<file path="config.mk">
export PLATFORM = sky130hd
export DESIGN_NAME = wishbone_decode_mux
export DESIGN_NICKNAME = d
export VERILOG_FILES = /design/src/rtl/wb_pkg.sv /design/src/rtl/wb_watchdog.sv /design/src/rtl/wishbone_decode_mux.sv
export SDC_FILE = /design/constraint.sdc
export NUM_CORES = 1
export LEC_CHECK = 0
export CORE_UTILIZATION = 30
export CTS_CLUSTER_SIZE = 14
export DETAILED_ROUTE_END_ITERATION = 10
export GPL_TIMING_DRIVEN = 0
export HOLD_SLACK_MARGIN = 0.1
export PLACE_DENSITY = 0.75
export SETUP_SLACK_MARGIN = 0.15
export SYNTH_ARGS = -nofsm -noshare
export SYNTH_HDL_FRONTEND = slang
export SYNTH_SLANG_ARGS = --single-unit
export TNS_END_PERCENT = 50
</file>
<file path="constraint.sdc">
create_clock -name wb_clk_i -period 2.16 [get_ports wb_clk_i]
set_clock_uncertainty 0.05 [all_clocks]
set_input_delay 0.324 -clock wb_clk_i [delete_from_list [all_inputs] [get_ports wb_clk_i]]
set_output_delay 0.324 -clock wb_clk_i [all_outputs]
set_load 0.05 [all_outputs]
</file>
<file path="src/rtl/wb_pkg.sv">
`default_nettype none
// ============================================================================
// Module   : wb_pkg
// Purpose  : Shared definitions for the Wishbone decode/mux block: FSM state
//            encoding, the user-area base address and the fixed data values
//            returned for timed-out and unmapped transactions.
// Revision : 1.0 - initial release
// ============================================================================
package wb_pkg;

    typedef enum logic [1:0] {
        ST_IDLE = 2'd0,
        ST_REQ  = 2'd1,
        ST_ACK  = 2'd2
    } wb_state_e;

    localparam logic [31:0] WB_USER_BASE     = 32'h3000_0000;
    localparam logic [31:0] WB_TIMEOUT_DATA  = 32'hFFFF_FFFF;
    localparam logic [31:0] WB_UNMAPPED_DATA = 32'h0000_0000;

    // The decode window always spans 16 slots, independent of how many are mapped
    localparam int unsigned WB_WINDOW_SLOTS  = 16;

endpackage
`default_nettype wire

</file>
<file path="src/rtl/wb_watchdog.sv">
`default_nettype none
// ============================================================================
// Module   : wb_watchdog
// Purpose  : Up-counter with synchronous clear and a terminal-count flag.
//            Counts while enabled and holds once the terminal value is hit.
// Ports    : clk_i    - clock
//            rst_ni   - asynchronous active-low reset
//            clear_i  - reload the counter with zero
//            en_i     - count enable
//            tc_o     - counter has reached TERMINAL
// Revision : 1.0 - initial release
// ============================================================================
module wb_watchdog #(
    parameter int unsigned TERMINAL = 15,
    parameter int unsigned WIDTH    = $clog2(TERMINAL + 1) + 1
) (
    input  logic clk_i,
    input  logic rst_ni,
    input  logic clear_i,
    input  logic en_i,
    output logic tc_o
);

    localparam logic [WIDTH-1:0] TC_VALUE = WIDTH'(TERMINAL);

    logic [WIDTH-1:0] cnt_q;

    always_ff @(posedge clk_i or negedge rst_ni) begin
        if (!rst_ni) begin
            cnt_q <= '0;
        end else if (clear_i) begin
            cnt_q <= '0;
        end else if (en_i && !tc_o) begin
            cnt_q <= cnt_q + WIDTH'(1);
        end
    end

    assign tc_o = (cnt_q >= TC_VALUE);

endmodule
`default_nettype wire

</file>
<file path="src/rtl/wishbone_decode_mux.sv">
`default_nettype none
// ============================================================================
// Module   : wishbone_decode_mux
// Purpose  : Wishbone classic decoder / response mux from the management-core
//            user-area port to NUM_SLAVES single-word register slaves. One
//            transaction in flight; a watchdog completes slave cycles that
//            never acknowledge.
// Ports    : wb_clk_i / wb_rst_n_i           - clock, async active-low reset
//            wbs_cyc/stb/we/adr/dat_i        - master request
//            wbs_ack_o / wbs_dat_o           - registered single-cycle response
//            s_cyc_o, s_we_o, s_stb_o        - slave control (one-hot strobe)
//            s_adr_o, s_dat_o                - latched address / write data
//            s_ack_i, s_dat_i                - slave acks and packed read data
//            timeout_cnt_o                   - saturating watchdog-event count
// Revision : 1.0 - initial release
// ============================================================================
module wishbone_decode_mux
    import wb_pkg::*;
#(
    parameter int unsigned NUM_SLAVES = 4,
    parameter logic [31:0] BASE_ADDR  = WB_USER_BASE,
    parameter logic [31:0] STRIDE     = 32'h4,
    parameter int unsigned TIMEOUT    = 15
) (
    input  logic                     wb_clk_i,
    input  logic                     wb_rst_n_i,
    input  logic                     wbs_cyc_i,
    input  logic                     wbs_stb_i,
    input  logic                     wbs_we_i,
    input  logic [31:0]              wbs_adr_i,
    input  logic [31:0]              wbs_dat_i,
    output logic                     wbs_ack_o,
    output logic [31:0]              wbs_dat_o,
    output logic                     s_cyc_o,
    output logic                     s_we_o,
    output logic [NUM_SLAVES-1:0]    s_stb_o,
    output logic [31:0]              s_adr_o,
    output logic [31:0]              s_dat_o,
    input  logic [NUM_SLAVES-1:0]    s_ack_i,
    input  logic [32*NUM_SLAVES-1:0] s_dat_i,
    output logic [7:0]               timeout_cnt_o
);

    wb_state_e             state_q;
    logic [3:0]            idx_q;
    logic [NUM_SLAVES-1:0] ack_q;

    logic [31:0]           w_offset;
    logic                  w_hit;
    logic [3:0]            w_idx;
    logic                  w_mapped;
    logic                  w_accept;
    logic [NUM_SLAVES-1:0] w_onehot;
    logic                  w_qual_ack;
    logic [31:0]           w_sel_dat;
    logic                  w_wdog_tc;

    // A hit is an exact match on one of the 16 slot addresses; comparing
    // against each slot avoids a general divider for the index and alignment.
    always_comb begin
        w_offset = wbs_adr_i - BASE_ADDR;
        w_hit    = 1'b0;
        w_idx    = '0;
        if (wbs_adr_i >= BASE_ADDR) begin
            for (int k = 0; k < WB_WINDOW_SLOTS; k++) begin
                if (w_offset == 32'(k) * STRIDE) begin
                    w_hit = 1'b1;
                    w_idx = 4'(k);
                end
            end
        end
    end

    assign w_mapped = ({28'd0, w_idx} < 32'(NUM_SLAVES));
    assign w_accept = wbs_cyc_i & wbs_stb_i & w_hit;

    always_comb begin
        w_onehot = '0;
        for (int k = 0; k < NUM_SLAVES; k++) begin
            w_onehot[k] = (w_idx == 4'(k));
        end
    end

    // Only a rising ack from the selected slave completes the cycle, so a
    // level or sticky ack cannot complete a second transaction.
    always_comb begin
        w_qual_ack = 1'b0;
        w_sel_dat  = '0;
        for (int k = 0; k < NUM_SLAVES; k++) begin
            if (idx_q == 4'(k)) begin
                w_qual_ack = s_ack_i[k] & ~ack_q[k];
                w_sel_dat  = s_dat_i[32*k +: 32];
            end
        end
    end

    wb_watchdog #(
        .TERMINAL (TIMEOUT)
    ) u_watchdog (
        .clk_i   (wb_clk_i),
        .rst_ni  (wb_rst_n_i),
        .clear_i ((state_q == ST_IDLE) && w_accept && w_mapped),
        .en_i    (state_q == ST_REQ),
        .tc_o    (w_wdog_tc)
    );

    always_ff @(posedge wb_clk_i or negedge wb_rst_n_i) begin
        if (!wb_rst_n_i) begin
            state_q       <= ST_IDLE;
            idx_q         <= '0;
            ack_q         <= '0;
            wbs_ack_o     <= 1'b0;
            wbs_dat_o     <= '0;
            s_cyc_o       <= 1'b0;
            s_we_o        <= 1'b0;
            s_stb_o       <= '0;
            s_adr_o       <= '0;
            s_dat_o       <= '0;
            timeout_cnt_o <= '0;
        end else begin
            ack_q     <= s_ack_i;
            wbs_ack_o <= 1'b0;
            case (state_q)
                ST_IDLE: begin
                    if (w_accept) begin
                        s_adr_o <= wbs_adr_i;
                        s_dat_o <= wbs_dat_i;
                        s_we_o  <= wbs_we_i;
                        idx_q   <= w_idx;
                        if (w_mapped) begin
                            state_q <= ST_REQ;
                            s_cyc_o <= 1'b1;
                            s_stb_o <= w_onehot;
                        end else begin
                            state_q   <= ST_ACK;
                            wbs_ack_o <= 1'b1;
                            wbs_dat_o <= WB_UNMAPPED_DATA;
                        end
                    end
                end
                ST_REQ: begin
                    if (!wbs_cyc_i) begin
                        // Master abandoned the cycle: no response owed
                        state_q <= ST_IDLE;
                        s_cyc_o <= 1'b0;
                        s_stb_o <= '0;
                    end else if (w_qual_ack) begin
                        state_q   <= ST_ACK;
                        wbs_ack_o <= 1'b1;
                        wbs_dat_o <= w_sel_dat;
                        s_cyc_o   <= 1'b0;
                        s_stb_o   <= '0;
                    end else if (w_wdog_tc) begin
                        state_q   <= ST_ACK;
                        wbs_ack_o <= 1'b1;
                        wbs_dat_o <= WB_TIMEOUT_DATA;
                        s_cyc_o   <= 1'b0;
                        s_stb_o   <= '0;
                        if (timeout_cnt_o != 8'hFF) begin
                            timeout_cnt_o <= timeout_cnt_o + 8'd1;
                        end
                    end
                end
                ST_ACK: begin
                    state_q <= ST_IDLE;
                end
                default: begin
                    state_q <= ST_IDLE;
                end
            endcase
        end
    end

endmodule
`default_nettype wire

</file>
* Word-level counts from Yosys, hierarchy flattened
Index checks and enable logic that the tools add are counted.
** Storage, ports and cells
- Bits of input ports :: 201
- Word-level logic and storage cells :: 146
- Output and inout port bits :: 111
- Flip-flop bits (word level) :: 126
** Cells by class
- Reduce and logical (&&, ||, !) cells :: 15
- Add/sub/neg operators :: 3
- Equality and inequality tests :: 29
- Magnitude comparators :: 3
- Bitwise logic cells :: 11
- Mux-type cells :: 73
** Operators with widths (count)
- two-way mux 32 bit :: 9
- equality test 32 x 6 -> 1 bit, second input constant :: 8
- equality test 32 x 5 -> 1 bit, second input constant :: 4
- two-way mux 4 bit :: 20
- equality test 32 x 4 -> 1 bit, second input constant :: 2
- one-hot mux 32 bit (2 select lines) :: 1
- equality test 32 x 3 -> 1 bit, second input constant :: 1
- >= comparator 32 x 30 -> 1 bit, second input constant :: 1
- logical NOT 32 bit :: 1
- two-way mux 1 bit :: 32
- subtractor 32 x 30 -> 32 bit, second input constant :: 1
- equality test 4 x 2 -> 1 bit, second input constant :: 4
- two-way mux 2 bit :: 5
- two-way mux 5 bit :: 2
- AND reduction 5 bit :: 2
- adder 8 x 1 -> 8 bit, second input constant :: 1
- equality test 4 x 1 -> 1 bit, second input constant :: 2
- logical NOT 4 bit :: 2
- inequality test 2 bit, second input constant :: 4
- inequality test 8 bit, second input constant :: 1
- one-hot mux 4 bit (2 select lines) :: 1
- AND 1 bit :: 6
- adder 5 x 1 -> 5 bit, second input constant :: 1
- >= comparator 5 x 4 -> 1 bit, second input constant :: 1
- 13 further kinds :: 22

* Logic depth before layout (Yosys ltp)
Gate-level depths: netlist of the first run.
- Depth after elaboration :: 23
- Mapped depth :: 9
- Gate-level depth less buffers :: 7

* Cells and area by module
Synthesis of the first run repeated with hierarchy kept, for this count alone.
** Second synthesis, totals
- Cell total of the unflattened synthesis :: 466
- Area, all modules :: 5725.5 µm²
** By module, submodules not included
- wishbone_decode_mux :: area each 5417.7 µm², sequential area each 3027.9 µm², times used 1, cells an instance 437
- wb_watchdog :: area each 307.8 µm², sequential area each 125.1 µm², times used 1, cells an instance 29

* Least setup slack after synthesis of the first run
No wires, ideal clock.
- Path type :: register to register
- Start point :: register u_watchdog.cnt_q[0]
- End point :: register wbs_dat_o[0]
- Setup time :: 0.079 ns
- Arrival :: 2.177 ns
- Slack :: -0.146 ns
- Period minus slack after synthesis :: 2.306 ns
- Data required time :: 2.031 ns
- Cell stages (with the launch flop) :: 10
- Buffers on the path :: 2
- Cell sequence :: dfrtp_1 ha_1 and3_1 ha_1 or3_1 a21o_1 a32oi_1 buf_4 buf_6 mux2i_1
** Between the ends
- Cells in the longest elaborated chain, start to end :: 3
** Ends and longest elaborated chain
- start, declared :: RTL line wb_watchdog.sv:26 : logic [WIDTH-1:0] cnt_q;
- start signal, assigned :: RTL line wb_watchdog.sv:34 : cnt_q <= cnt_q + WIDTH'(1);
- >= comparator 5 x 4 -> 1 bit :: RTL line wb_watchdog.sv:38 : assign tc_o = (cnt_q >= TC_VALUE);
- inequality test 3 bit (no line)
- AND reduction 5 bit (no line)
- end signal, assigned :: RTL line wishbone_decode_mux.sv:150 : wbs_dat_o <= w_sel_dat;
- end, declared :: RTL line wishbone_decode_mux.sv:33 : output logic [31:0] wbs_dat_o,
Every way passes these cells.
A chain may end at the register's enable or synchronous reset.

* Worst setup path in the final report of the first run
- Start point :: register u_watchdog.cnt_q[1]
- End point :: register wbs_dat_o[29]
Same word-level chain as after synthesis.

==> results.md, run 1 <==
- The number of failing hold endpoints at the final stage was 0.
- After synthesis the cells add up to 6013 µm².
- The worst setup path is launched from a register.
- The number of nets in the synthesized netlist is 867.
- The smallest clock period supported by the final layout is computed as 2.333 ns.
- The total number of yosys warnings is 0.
- The width of the die is between 100 and 150 µm.
- Entering global routing, the biggest net connects 96 pins.
- The reported leakage power is 0.005477 µW.
- The final worst setup slack is -0.1734 ns.
- The multi-input combinational cells in the finished layout cover a total of ~2700 µm².
- Among all flip-flop cells after synthesis, the most frequent one is sky130_fd_sc_hd__dfrtp_1.
- The overall via count from detail_route is 6,130.
- Setup violations remaining at the end of the flow were counted as 36.
- The kind of capture point of the worst setup path is a register.
- Once layout is complete, the cells apart from fillers number 1,300.
- In the final routed layout, each cell accounts on average for around 16 µm.
- The floorplan step defined a die boundary enclosing 20,610 µm².
- At the worst endpoint, the arrival time is 2.62 ns.
- Global routing consumed, over all layers together, 19.90% of the routing resources.
- The number of design rule violations left after detail routing is 0.
- The cell area after placement is roughly 9500 µm².
- The core outline area is 19,530 µm².
- The area growth from synthesis to layout is 79.48%.
- Once detailed placement completed, the half-perimeter wirelength came to roughly 15 mm.
- The most common cell after layout, fill and taps aside is sky130_fd_sc_hd__clkdlybuf4s50_1.
- The number of H-tree branching levels is 4.
- The fraction of layout instances using a drive strength above 1 is a little under an eighth.
- In the final design database the tool counted 1,226 nets.
- The worst slack after detailed placement is -0.8705 ns.
- The repair_antennas step left the layout with diodes totalling 0.
- The setup slack of the most critical reg-to-reg path is -0.17 ns.
- The number of enable-type register cells in the synthesized netlist is 0.
- TritonCTS created 17 clock buffers.
- The initial antenna violation count came to 0.
- The average via count per standard cell is between 4 and 5.
- The maximum number of buffers from clock root to sink is 2.
- The aggregate routed wire length is between 20 and 25 mm.
- The total global routing overflow is 0.
- In the layout the commonest cells are sky130_fd_sc_hd__clkdlybuf4s50_1, sky130_fd_sc_hd__nand2_1, sky130_fd_sc_hd__dfrtp_1.
- The path class of the tightest hold or removal check is in2async.
- The global-route wire length before repair is 31.14 mm.
- The global routing usage on met2 is 35.26%.
- Global routing consumed, on the met3 layer, roughly 6.3% of the routing resources.
- The cell chosen for the clock root is sky130_fd_sc_hd__clkbuf_16.
- After synthesis, flip-flops and latches occupy 52.43% of the total area.
- The height of the die is 143.6 µm.
- Of all nets on the critical path, the largest fanout is 5.
- In this run the tightest slew margin relative to its limit is 33.03%.
- The async set-or-reset flop fraction in the synthesized netlist is 100.0%.
- The detail route stage leaves a number of antenna-violating nets equal to 0.
- The required time of the critical path is 2.45 ns.
- Setup repair after global routing could not meet its margin everywhere.
- The checks that failed: setup timing.
- The met1 capacity usage during global routing is 22.53%.
- The power density normalized to cell area is 533.6 nW/µm².
- The number of max-cap violations is 0.
- The cell count after placement is about 1.2k.
- At the end of routability-driven placement, the weighted congestion stood at 0.8813.
- ~310 I/O pins were placed.
- The number of clock sinks is roughly 130.
- The layer flagged by global routing as most heavily used is met2.
- IR analysis of the VDD net gives a maximum drop of 0.4934 mV.
- The gate count after technology mapping is 663.
- The area taken by flip-flops and latches is 3154 µm².
- Adding up every negative setup slack in the final design gives -4.105 ns.
- The top achievable clock speed is roughly 0.43 GHz.
- With fillers left out, the area of the finished cells amounts to 10,790 µm².
- The site row count is between 50 and 60.
- The clock latency on the worst-skew pair is 0.41 ns.
- The starting density of the core is between 30% and 40%.
- Clock-pin slew was measured on the worst setup and hold paths at 0.07 ns.
- The filler cells instantiated in the layout total 1,764.
- The slew at the pin closest to its max-slew limit is 0.9954 ns.
- The run finished, with violations left.
- The share of the cycle needed by the critical path after routing is 108.0%.
- The iteration-0 DRC count of the detailed router is 204.
- The final-report max-slew violation count is 0.
- During placement, the flow inserted port buffers numbering 311.
- TritonCTS built the clock tree.
- In this run the mean area of a mapped cell was 9.070 µm².
- The number of global-route vias before repair was 5,987.
- Before antenna repair, the detailed router went through 4 iterations.
- The critical path class is reg2reg.
- After synthesis the netlist holds a flip-flop and latch count of between 100 and 150.
- The distinct cell type count after synthesis is 44.
-- cells in the mapped netlist (2+ instances only) --
master	count	area (µm²)
sky130_fd_sc_hd__nor2b_1	7	43.79
sky130_fd_sc_hd__a21oi_1	2	10.01
sky130_fd_sc_hd__a32o_1	2	20.02
sky130_fd_sc_hd__xnor2_1	8	70.07
sky130_fd_sc_hd__a22o_1	2	17.52
sky130_fd_sc_hd__and2_1	28	175.2
sky130_fd_sc_hd__nand4_1	5	31.28
sky130_fd_sc_hd__and3_1	2	12.51
sky130_fd_sc_hd__nor4_2	2	25.02
sky130_fd_sc_hd__nand3_1	7	35.03
sky130_fd_sc_hd__mux2i_1	33	330.3
sky130_fd_sc_hd__or4_1	2	15.01
sky130_fd_sc_hd__nand3b_1	2	15.01
sky130_fd_sc_hd__clkbuf_1	23	86.33
sky130_fd_sc_hd__a21o_1	3	22.52
sky130_fd_sc_hd__ha_1	3	37.54
sky130_fd_sc_hd__dfrtp_1	126	3153
sky130_fd_sc_hd__inv_1	37	138.9
sky130_fd_sc_hd__nor3_1	3	15.01
sky130_fd_sc_hd__buf_6	6	67.56
sky130_fd_sc_hd__nor4_1	7	43.79
sky130_fd_sc_hd__a221oi_1	32	280.3
sky130_fd_sc_hd__nand2_1	153	574.3
sky130_fd_sc_hd__buf_2	9	45.04
sky130_fd_sc_hd__nand2b_1	4	25.02
sky130_fd_sc_hd__nor2_1	104	390.4
sky130_fd_sc_hd__o21ai_0	34	170.2
-- kinds of logic (layout without fill, tap and decap cells) --
kind of cell | Yosys count | after routing | share of synthesized area (%)
AND/OR/NAND/NOR | 331 | 331 | 24.03
buffers and inverters | 77 | 449 | 5.805
multiplexers | 35 | 35 | 6.055
flip-flops | 126 | 126 | 52.43
AO/OA/AOI/OAI | 82 | 82 | 9.738
XOR/XNOR | 9 | 9 | 1.311
adder cells (fa/ha/maj) | 3 | 3 | 0.6243
-- sequential cells by signal, indices dropped and copies added, names as in the netlist --
| signal | flops |
|---|---|
| s_adr_o | 32 |
| s_dat_o | 32 |
| wbs_dat_o | 32 |
| timeout_cnt_o | 8 |
| u_watchdog.cnt_q | 5 |
| ack_q | 4 |
| idx_q | 4 |
| s_stb_o | 4 |
| state_q | 2 |
| s_cyc_o | 1 |
| s_we_o | 1 |
| wbs_ack_o | 1 |
-- timing repair --
action / in CTS / in global routing
hold endpoints to repair: 31 / 0
buffers inserted: 12 / 10
gates cloned: 4 / 1
pin swaps: 14 / 13
setup endpoints to repair: 130 / 141
hold buffers: 1 / 0
resized for setup: 69 / 59
-- final cells by class --
cell class | instances | share of cell area [%]
Timing Repair Buffer | 340 | 33.00
Sequential cell | 126 | 29.23
Multi-Input combinational cell | 460 | 25.21
Clock buffer | 17 | 3.942
Tap cell | 265 | 3.072
Buffer | 39 | 2.585
Clock inverter | 15 | 1.611
Inverter | 38 | 1.345
-- layer usage --
| metal | vias up | wire length (µm) |
|---|---|---|
| met2 | 264 | 10420 |
| met4 | 0 | 445 |
| li1 | 2922 | - |
| met1 | 2917 | 8086 |
| met5 | - | 0 |
| met3 | 27 | 1692 |
-- where the power goes --
part	internal (µW)	leakage, µW	switching, µW
registers	2360	0.00155	0.977
clock network	1740	0.000294	1190
logic	329	0.00364	135
-- critical path: stages, from the launching register on --
cell                        delay [ns]
sky130_fd_sc_hd__dfrtp_1          0.39
sky130_fd_sc_hd__ha_2             0.19
sky130_fd_sc_hd__and3_4           0.18
sky130_fd_sc_hd__ha_4             0.15
sky130_fd_sc_hd__or3_4            0.32
sky130_fd_sc_hd__a21o_1           0.17
sky130_fd_sc_hd__a32oi_2          0.18
sky130_fd_sc_hd__buf_6            0.19
sky130_fd_sc_hd__buf_12           0.12
sky130_fd_sc_hd__clkbuf_16        0.14
sky130_fd_sc_hd__mux2i_1          0.18
-- per-stage QoR --
stage               power (µW)  hold slack (ns)  utilization [%]
floorplan                 2429         -0.02159                -
global placement          2853           0.3979            48.62
detailed placement        2862           0.1725            48.77
CTS                       5832           0.3016            53.76
global route              5982           0.3174            55.27
finish                    5760           0.3077            55.27
-- worst paths after layout --
path	startpoint	end	cells after the start
worst min register to register	s_dat_o[11]	s_dat_o[11]	2
min in group wb_clk_i	s_ack_i[2]	ack_q[2]	1
worst min-delay path	wb_rst_n_i	s_adr_o[24]	2
worst max register to register	u_watchdog.cnt_q[1]	wbs_dat_o[29]	10
worst max-delay path	u_watchdog.cnt_q[1]	wbs_dat_o[29]	10
max in group asynchronous	wb_rst_n_i	idx_q[0]	3
No activity file was read; power rests on OpenSTA's default activity.
==> run 2: changes to the inputs <==
--- a/config.mk
+++ b/config.mk
@@ -15,4 +15,3 @@
 export SYNTH_ARGS = -nofsm -noshare
 export SYNTH_HDL_FRONTEND = slang
 export SYNTH_SLANG_ARGS = --single-unit
-export TNS_END_PERCENT = 50
==> results.md, run 2 (same netlist as run 1, synthesis figures left out) <==
- The number of failing hold endpoints at the final stage is 0 (unchanged).
- The required time of the critical path is 2.45 ns (about the same).
- The iteration-0 DRC count of the detailed router came to 165 (was 204).
- Failing checks: setup timing (unchanged).
- The final-report max-slew violation count is 0 (unchanged).
- The number of buffers created by CTS is 17 (unchanged).
- The reported leakage power is 0.005334 µW (was 0.005477 µW).
- The number of primary I/O pins is 312 (unchanged).
- The time the worst path needs with I/O delays and setup is 2.271 ns (was 2.333 ns).
- The global routing usage on met2 came to 34.16% (was 35.26%).
- The clock latency on the worst-skew pair is 0.41 ns (about the same).
- The number of nets in the finished design is 1,224 (was 1,226).
- The aggregate routed wire length is 20.40 mm (was 20.65 mm).
- The clock tree from TritonCTS is done (unchanged).
- The diode insertion count for antenna repair is 0 (unchanged).
- The kind of capture point of the worst setup path is a register (unchanged).
- The height of the die is 143.6 µm (unchanged).
- The final weighted congestion in routability-driven placement was 0.8384 (was 0.8813).
- The share of the cycle needed by the critical path after routing is 105.1% (was 108.0%).
- The number of routed nets with antenna violations is 0 (unchanged).
- The global routing met3 resource utilization is 6.231% (was 6.265%).
- The number of design rule violations left after detail routing is 0 (unchanged).
- The setup slack of the most critical reg-to-reg path is -0.11 ns (was -0.17 ns).
- The starting density of the core is 30.80% (unchanged).
- The number of global-route vias before repair is 5,948 (was 5,987).
- The cell chosen for the clock root is sky130_fd_sc_hd__clkbuf_16 (unchanged).
- The pin count of the biggest net entering global routing is 75 (was 96).
- The area growth from synthesis to layout is 79.05% (was 79.48%).
- The number of buffers added on ports is 311 (unchanged).
- The most common cell after layout, fill and taps aside is sky130_fd_sc_hd__clkdlybuf4s50_1 (unchanged).
- The endpoint arrival time on the critical path was 2.56 ns (was 2.62 ns).
- The top achievable clock speed is 0.4404 GHz (was 0.4286 GHz).
- The slew at the pin closest to its max-slew limit is 0.5974 ns (was 0.9954 ns).
- The total power of the final layout is 5785 µW (was 5760 µW).
- The number of clock sinks is 126 (unchanged).
- The site row count is 51 (unchanged).
- The overall global routing resource usage came to 19.64% (was 19.90%).
- The maximum number of buffers from clock root to sink is 2 (unchanged).
- The overall via count from detail_route is 6,080 (was 6,130).
- The setup violation total in the final timing report is 34 (was 36).
- The final worst setup slack is -0.1108 ns (was -0.1734 ns).
- The first-pass iteration count of the detailed router was 4 (unchanged).
- The number of H-tree branching levels is 4 (unchanged).
- The clock transition at the registers of the reported paths came to 0.06 ns (was 0.07 ns).
- The maximum vdd ir drop is 0.4501 mV (was 0.4934 mV).
- The max-slew headroom at the worst pin came to 59.84% (was 33.03%).
- The sum of net half-perimeters after detailed placement is 15.06 mm (was 15.03 mm).
- RSZ-0062 raised after global routing: true (unchanged).
- The average via count per standard cell came to 4.684 (was 4.715).
- The worst slack after detailed placement was -0.8211 ns (was -0.8705 ns).
- Status: finished, violations left (unchanged).
- Biggest regs: s_adr_o (32), s_dat_o (32), wbs_dat_o (32) (unchanged).
- The global-route wire length before repair is 30.58 mm (was 31.14 mm).
- The kind of start point of the critical path is a register (unchanged).
- The power density normalized to cell area is 537.3 nW/µm² (was 533.6 nW/µm²).
- The core outline area is 19,530 µm² (unchanged).
- The total global routing overflow is 0 (unchanged).
- The detail-routed net length per standard cell is 15.72 µm (was 15.88 µm).
- The met1 capacity usage during global routing is 22.61% (was 22.53%).
- Most used cells in the layout excluding fill and tap cells: sky130_fd_sc_hd__clkdlybuf4s50_1, sky130_fd_sc_hd__nand2_1, sky130_fd_sc_hd__dfrtp_1 (unchanged).
- The critical path class was reg2reg (unchanged).
- The fraction of layout instances using a drive strength above 1 was 12.78% (was 11.98%).
- The number of max-cap violations came to 0 (unchanged).
- The width of the die is 143.6 µm (unchanged).
- The class of the worst hold path is in2reg (was in2async).
- The biggest fanout along the worst timing path is 7 (was 5).
- The most crowded layer after global routing is met2 (unchanged).
- The initial antenna violation count was 0 (unchanged).
- The full die area is 20,610 µm² (unchanged).
## run 2: changes by cell type in the layout (fill, tap and decap cells not counted), sizes merged, moves of 3 or more
cell | previous run | this run
clkdlybuf4s15 | 0 | 3
clkinvlp | 1 | 4
dlygate4sd2 | 22 | 28
clkdlybuf4s50 | 251 | 261
dlymetal6s2s | 37 | 18
inv | 47 | 43
## run 2: layer usage
metal | routed length (µm) | vias up
li1 | - | 2939
met1 | 8072 | 2852
met2 | 10160 | 265
met3 | 1787 | 24
met4 | 381 | 0
met5 | 0 | -
## run 2: worst paths after layout
check                                          from      endpoint  cells past startpoint
worst max-delay path            u_watchdog.cnt_q[1]  wbs_dat_o[2]                      9
worst min-delay path                     s_ack_i[2]      ack_q[2]                      1
worst max register to register  u_watchdog.cnt_q[1]  wbs_dat_o[2]                      9
worst min register to register           s_dat_o[9]    s_dat_o[9]                      2
max in group asynchronous                wb_rst_n_i      idx_q[0]                      3
min in group asynchronous                wb_rst_n_i    s_dat_o[0]                      2
## run 2: power breakdown
| group | internal [µW] | total, µW | switching (µW) |
|---|---|---|---|
| logic | 325 | 459 | 134 |
| clock network | 1840 | 2960 | 1120 |
| registers | 2360 | 2370 | 0.836 |
## run 2: layout make-up
class	count	area, µm²
fillers	1758	8760
repair buffers	338	3455
flip-flops and latches	126	3154
multi-input cells	460	2780
clock buffers	18	429.2
well taps	265	331.6
plain buffers	39	290.3
clock inverters	14	181.4
inverters	38	145.1
## run 2: timing repair
action | CTS | global route
hold buffers | 1 | 0
endpoints found under the setup margin | 130 | 111
gates cloned | 4 | 1
gates resized for setup | 86 | 48
pin swaps | 13 | 12
endpoints found under the hold margin | 52 | 0
setup buffers | 16 | 4
## run 2: through the flow
stage                     cell area, µm²  hold slack [ns]  cells  setup TNS, ns  util, %
final                              10770           0.3245   1298         -2.989    55.14
after floorplan                     6050         -0.02159    663        -0.3096        -
after global placement              9494           0.3988   1239        -628.06    48.62
after global routing               10770           0.3157   1298         -6.364    55.14
after detailed placement            9523           0.2598   1240         -75.13    48.77
after CTS                          10530           0.3128   1293         -4.287    53.92
## run 2: worst max-delay path: stages (launching register included)
cell and delay [ns]:
sky130_fd_sc_hd__dfrtp_1 0.38, sky130_fd_sc_hd__ha_2 0.19, sky130_fd_sc_hd__and3_4 0.18, sky130_fd_sc_hd__ha_4 0.16, sky130_fd_sc_hd__or3_4 0.32, sky130_fd_sc_hd__a21o_1 0.18, sky130_fd_sc_hd__a32oi_2 0.17, sky130_fd_sc_hd__buf_6 0.21
sky130_fd_sc_hd__clkbuf_16 0.18, sky130_fd_sc_hd__mux2i_1 0.17
